==> src/rtl/uart_fetch_engine.sv <==
// Instruction-fetch engine: sends an optional header plus the fetch address over UART TX,
// then assembles the instruction from RX bytes, with a per-byte timeout and bounded retry.
module uart_fetch_engine #(
    parameter int unsigned ADDR_W    = 8,
    parameter int unsigned INSTR_W   = 16,
    parameter int unsigned HDR_EN    = 1,
    parameter logic [7:0]  HDR_BYTE  = 8'h03,
    parameter int unsigned TIMEOUT_W = 16,
    parameter int unsigned MAX_RETRY = 3
) (
    input  logic                 clk,
    input  logic                 reset,
    input  logic                 fetch_req,
    input  logic [ADDR_W-1:0]    fetch_addr,
    input  logic                 hold,
    input  logic [TIMEOUT_W-1:0] timeout_cycles,
    output logic                 busy,
    output logic [INSTR_W-1:0]   instr_out,
    output logic                 instr_valid,
    output logic                 fetch_err,
    output logic                 tx_start,
    output logic [7:0]           tx_data,
    input  logic                 tx_done,
    input  logic                 rx_done,
    input  logic [7:0]           rx_data
);

    localparam int unsigned ADDR_BYTES  = (ADDR_W + 7) / 8;
    localparam int unsigned INSTR_BYTES = (INSTR_W + 7) / 8;
    localparam int unsigned ADDR_PAD    = ADDR_BYTES * 8;
    localparam int unsigned ASM_W       = INSTR_BYTES * 8;
    localparam int unsigned HDR_OFS     = (HDR_EN != 0) ? 1 : 0;
    localparam int unsigned TX_BYTES    = ADDR_BYTES + HDR_OFS;
    localparam int unsigned IDX_W       = 3;
    localparam int unsigned RETRY_W     = (MAX_RETRY < 1) ? 1 : $clog2(MAX_RETRY + 1);

    typedef enum logic [2:0] {IDLE, SEND, WAIT_TX, RECV, DONE, ERR} state_t;

    state_t               state, state_d;
    logic [ADDR_PAD-1:0]  addr_q, addr_d;
    logic [IDX_W-1:0]     byte_idx, byte_idx_d;
    logic [IDX_W-1:0]     rx_cnt, rx_cnt_d;
    logic [RETRY_W-1:0]   retry, retry_d;
    logic [TIMEOUT_W-1:0] to_cnt, to_cnt_d;
    logic [ASM_W-1:0]     asm_q, asm_d;
    logic [INSTR_W-1:0]   instr_d;
    logic [7:0]           tx_data_d;
    logic                 timeout_hit;

    // Byte order on the wire: header (optional), then address bytes MSB first.
    function automatic logic [7:0] tx_byte(input logic [IDX_W-1:0] idx,
                                           input logic [ADDR_PAD-1:0] a);
        logic [7:0] b;
        b = 8'h00;
        if (HDR_EN != 0 && idx == '0) b = HDR_BYTE;
        for (int unsigned k = 0; k < ADDR_BYTES; k++) begin
            if (32'(idx) == k + HDR_OFS) b = a[(ADDR_BYTES-1-k)*8 +: 8];
        end
        return b;
    endfunction

    assign timeout_hit = (timeout_cycles != '0) && (to_cnt >= timeout_cycles);

    // Next-state and datapath update; a received byte takes priority over a timeout.
    always_comb begin
        state_d    = state;
        addr_d     = addr_q;
        byte_idx_d = byte_idx;
        rx_cnt_d   = rx_cnt;
        retry_d    = retry;
        to_cnt_d   = to_cnt;
        asm_d      = asm_q;
        instr_d    = instr_out;
        tx_data_d  = tx_data;
        case (state)
            IDLE: begin
                if (fetch_req && !hold) begin
                    addr_d     = ADDR_PAD'(fetch_addr);
                    retry_d    = '0;
                    byte_idx_d = '0;
                    state_d    = SEND;
                end
            end
            SEND: state_d = WAIT_TX;
            WAIT_TX: begin
                if (tx_done) begin
                    if (32'(byte_idx) + 32'd1 < TX_BYTES) begin
                        byte_idx_d = byte_idx + 1'b1;
                        state_d    = SEND;
                    end else begin
                        rx_cnt_d = '0;
                        to_cnt_d = '0;
                        asm_d    = '0;
                        state_d  = RECV;
                    end
                end
            end
            RECV: begin
                if (rx_done) begin
                    asm_d    = ASM_W'({asm_q, rx_data});
                    to_cnt_d = '0;
                    rx_cnt_d = rx_cnt + 1'b1;
                    if (32'(rx_cnt) + 32'd1 == INSTR_BYTES) begin
                        instr_d = INSTR_W'(asm_d);
                        state_d = DONE;
                    end
                end else if (timeout_hit) begin
                    if (32'(retry) < MAX_RETRY) begin
                        retry_d    = retry + 1'b1;
                        byte_idx_d = '0;
                        rx_cnt_d   = '0;
                        asm_d      = '0;
                        state_d    = SEND;
                    end else begin
                        state_d = ERR;
                    end
                end else begin
                    to_cnt_d = to_cnt + 1'b1;
                end
            end
            DONE:    state_d = IDLE;
            ERR:     state_d = IDLE;
            default: state_d = IDLE;
        endcase
        if (state_d == SEND) tx_data_d = tx_byte(byte_idx_d, addr_d);
    end

    // State register and registered outputs, derived from the upcoming state.
    always_ff @(posedge clk) begin
        if (reset) begin
            state       <= IDLE;
            addr_q      <= '0;
            byte_idx    <= '0;
            rx_cnt      <= '0;
            retry       <= '0;
            to_cnt      <= '0;
            asm_q       <= '0;
            busy        <= 1'b0;
            instr_out   <= '0;
            instr_valid <= 1'b0;
            fetch_err   <= 1'b0;
            tx_start    <= 1'b0;
            tx_data     <= '0;
        end else begin
            state       <= state_d;
            addr_q      <= addr_d;
            byte_idx    <= byte_idx_d;
            rx_cnt      <= rx_cnt_d;
            retry       <= retry_d;
            to_cnt      <= to_cnt_d;
            asm_q       <= asm_d;
            busy        <= (state_d == SEND) || (state_d == WAIT_TX) || (state_d == RECV);
            instr_out   <= instr_d;
            instr_valid <= (state_d == DONE);
            fetch_err   <= (state_d == ERR);
            tx_start    <= (state_d == SEND);
            tx_data     <= tx_data_d;
        end
    end

endmodule

==> config.mk <==
export PLATFORM = sky130hd
export DESIGN_NAME = uart_fetch_engine
export DESIGN_NICKNAME = d
export VERILOG_FILES = /design/src/rtl/uart_fetch_engine.sv
export SDC_FILE = /design/constraint.sdc
export NUM_CORES = 1
export LEC_CHECK = 0
export ABC_AREA = 1
export CAP_MARGIN = 20
export CELL_PAD_IN_SITES_DETAIL_PLACEMENT = 0
export CELL_PAD_IN_SITES_GLOBAL_PLACEMENT = 1
export CORE_MARGIN = 2
export CORE_UTILIZATION = 34
export DETAILED_ROUTE_END_ITERATION = 12
export GPL_ROUTABILITY_DRIVEN = 0
export PLACE_DENSITY_LB_ADDON = 0.1
export SYNTH_ARGS = -nofsm -noshare
export SYNTH_HDL_FRONTEND = slang
export SYNTH_SLANG_ARGS = --single-unit
==> constraint.sdc <==
create_clock -name clk -period 1.8 [get_ports clk]
set_input_delay 0.36 -clock clk [delete_from_list [all_inputs] [get_ports clk]]
set_output_delay 0.36 -clock clk [all_outputs]
set_load 0.03 [all_outputs]
==> impl_metrics.toml <==
[yosys]
synth_edf_count = 0
syn_nets = 541
ys_seq_area_frac = 0.3973
yosysWarnings = 0
synth-main-ff-cell = "dfxtp_1"
netlist_instances = 482
syn_avg_cell_area_sq_um = 7.422
ys_seq_elements = 71
syn_area_sq_mm = 0.003577
synth-async-reset-ratio = 0
yosysUniqueCellTypes = 40

[drt]
num_vias = 3564
dr.pass1.iters = 4
ant_nets = 0
drt-initial-drc-count = 86
routedWlPerCell_microns = 12.89
viasPerCell = 4.659
drc = 0
wl_microns = 9860

[place]
placed_cells = 727
port_buffers = 65
dpl.hpwl_microns = 6684
dp_slack_ns = -0.9636

[timing]
rsz0062_at_grt = "yes"
setup_tns_ns = -12.21
clock.fmax_mhz = 459.9
maxSlewHeadroom = 0.7080
post-route-min-period_ns = 2.175
hold_slack_ns = 0.4608
setup_slack_ns = -0.3746
final-setup-viol-count = 45
period_share = 1.208
clock_skew_ns = 0.01632
slew_violations = 0
hold_viol = 0
tightest_slew_ns = 0.4340

[layout]
diodes = 0
multi_input_area_sq_mm = 0.002360
ff_latch_area_sq_mm = 0.001429
final_cell_count_no_fill = 765
areaGrowthSynthToFinish_pct = 59.36
num-fill-cells = 1004
final_nets = 683
drive_above_1_share = 0.3672

[critical_path]
start_kind = "register"
timing.rr.start = "to_cnt[0]"
cpLargestDelayFamily = "simple AND/OR/NAND/NOR gates"
cp.required_ns = 2.08
critPathKind = "reg2reg"
critPathBufInv = 2
end_kind = "register"
crit_arrival_ns = 2.45
worstPathMaxFanout = 6
critical_path.max_stage_delay_ns = 0.34
r2r_setup_slack_ns = -0.37
worstReg2RegEnd = "to_cnt[10]"
rr_worst_depth = 17
cp_common_cell = "nand2_2"
crit_chain = "inv_2, ha_4, nand2_2, nor2_2, nor2_1, nand2_1, nand2_2, nand2_2, nand2_2, nand2_4, nand3_4, buf_6, a21oi_4, nor2_2, nor2_4, nand2_1, a21oi_2"
slowest_stage = "dfxtp_2"

[cts]
cts-root-buf = "clkbuf_8"
numClockSinks = 71
cts_max_level = 3
cts_tree = "built"
numCtsBuffers = 9
clk_pin_slew_worst_paths_ns = 0.08
cts_max_path_buffers = 2
clk_latency_ns = 0.35

[global_routing]
antenna_found_initial = 0
grt_max_degree = 24
grt_pass1_wl_microns = 16170
grt_pass1_vias = 3509
track_usage = 0.1775
overflow = 0

[die]
start_util = 0.3481
die-width_microns = 106.6
die_h_microns = 106.6
dieArea_sq_mm = 0.01136
ioPinCount = 66
core-area_sq_mm = 0.01028
rows = 37

[worst_hold_path]
holdPathEnd = "asm_q[5]"
hp-class = "reg2reg"
min_delay_path_depth = 2
hold_start = "asm_q[5]"

[power_and_ir_drop]
power_w = 0.003397
power_density_mw_per_mm2 = 596.0
p_leak_nw = 2.399
peakVddDrop_v = 0.0004093

[status]
status = "complete, but fails checks"
violations = "setup timing"

[flow_run]
max_cap_viol_count = 0
[synth_stat cells (2+ instances only)]
cell      number  area, sq um
nand2_4        2        22.52
ha_1          21        262.8
xnor2_1        2        17.52
nand2_1       94        352.8
o21a_1         3        22.52
o21ai_0       25        125.1
nor3_1        13        65.06
xor2_1         2        17.52
buf_2          3        15.01
clkbuf_1       4        15.01
inv_1         49        183.9
nand3_1       23        115.1
a211oi_1       2        15.01
nor2_4         9        101.4
buf_6          2        22.52
mux2i_1        2        20.02
nand2_2        3        18.77
nor2_1        78        292.8
a21oi_1       36        180.2
nand3_2        2        20.02
nor4_1         3        18.77
nand4_1       10        62.56
dfxtp_1       71         1421
inv_2          7        26.28
[power breakdown]
group	internal, W	total (W)	switching (W)
Combinational	0.000220	0.000459	0.000238
Sequential	0.00159	0.00161	0.0000122
Clock	0.000682	0.00133	0.000651
[final cells by class]
type                            instances  share of cell area
Clock buffer                           10             0.02414
Clock inverter                          6             0.01207
Inverter                               57             0.04061
Multi-Input combinational cell        344              0.4140
Sequential cell                        71              0.2507
Tap cell                              136             0.02985
Timing Repair Buffer                  140              0.2274
Timing Repair inverter                  1            0.001317
[layout by cell type (no fill, tap or decap), types with 11 or more instances in the layout]
master and instances:
buf_4 58, dfxtp_1 67, clkdlybuf4s50_1 49, nand2_2 20, a21oi_2 20, dlygate4sd2_1 15
nor2_1 69, inv_1 34, a21oi_1 16, nand3_2 17, buf_6 13, inv_2 18
ha_4 11, nor2_4 11, nand2_1 71, o21ai_0 21
[what timing repair did]
| item | 4_1_cts | 5_1_grt |
|---|---|---|
| buffers inserted | 17 | 7 |
| hold buffers | 0 | 0 |
| pin swaps | 48 | 31 |
| gates cloned | 3 | 0 |
| setup endpoints to repair | 45 | 46 |
| resized for setup | 96 | 43 |
[how the worst max path moves through the flow]
stage                  to         startpoint  cells after the start
4_1_cts         to_cnt[3]          to_cnt[0]                     18
6_report       to_cnt[10]          to_cnt[0]                     17
2_1_floorplan  tx_data[1]          to_cnt[0]                     18
3_3_place_gp   tx_data[2]  timeout_cycles[1]                     18
3_5_place_dp   tx_data[6]  timeout_cycles[3]                     18
5_1_grt        to_cnt[10]          to_cnt[0]                     17
[state kept, by name (all words and copies together) (netlist names)]
name	count
tx_data	8
retry	2
asm_q	8
fetch_err	1
tx_start	1
instr_out	16
busy	1
state	3
to_cnt	16
byte_idx	3
addr_q	8
instr_valid	1
rx_cnt	3
[stage by stage]
step                area (sq um)  utilization
floorplan                   3675            -
global placement            4870       0.4738
detailed placement          4870       0.4738
CTS                         5525       0.5376
global route                5700       0.5547
finish                      5700       0.5547
[cells by family (layout without fill, tap and decap cells)]
family,after synthesis,after routing,share of synthesized area
AO/OA/AOI/OAI,72,72,0.1109
XOR/XNOR,4,4,0.009795
adder cells (fa/ha/maj),21,21,0.07345
buffers and inverters,68,214,0.07835
flip-flops,71,71,0.3973
multiplexers,2,2,0.005597
AND/OR/NAND/NOR,244,245,0.3246
[worst reg2reg max path, cell delays in order, from the launching register on]
cell and delay [ns]:
dfxtp_2 0.34, inv_2 0.05, ha_4 0.25, nand2_2 0.04, nor2_2 0.09, nor2_1 0.04
nand2_1 0.08, nand2_2 0.07, nand2_2 0.09, nand2_2 0.07, nand2_4 0.08, nand3_4 0.10
buf_6 0.14, a21oi_4 0.18, nor2_2 0.07, nor2_4 0.20, nand2_1 0.10, a21oi_2 0.12
[per-layer routing]
metal,share of wire,wire length [microns],global-route usage,up-vias
li1,-,-,-,1847
met1,0.47,4681,0.2282,1645
met2,0.48,4715,0.3016,62
met3,0.037,367,0.03830,10
met4,0.0096,95,0.04638,0
met5,0,0,0,-
Power figures use the tool's default switching activity.
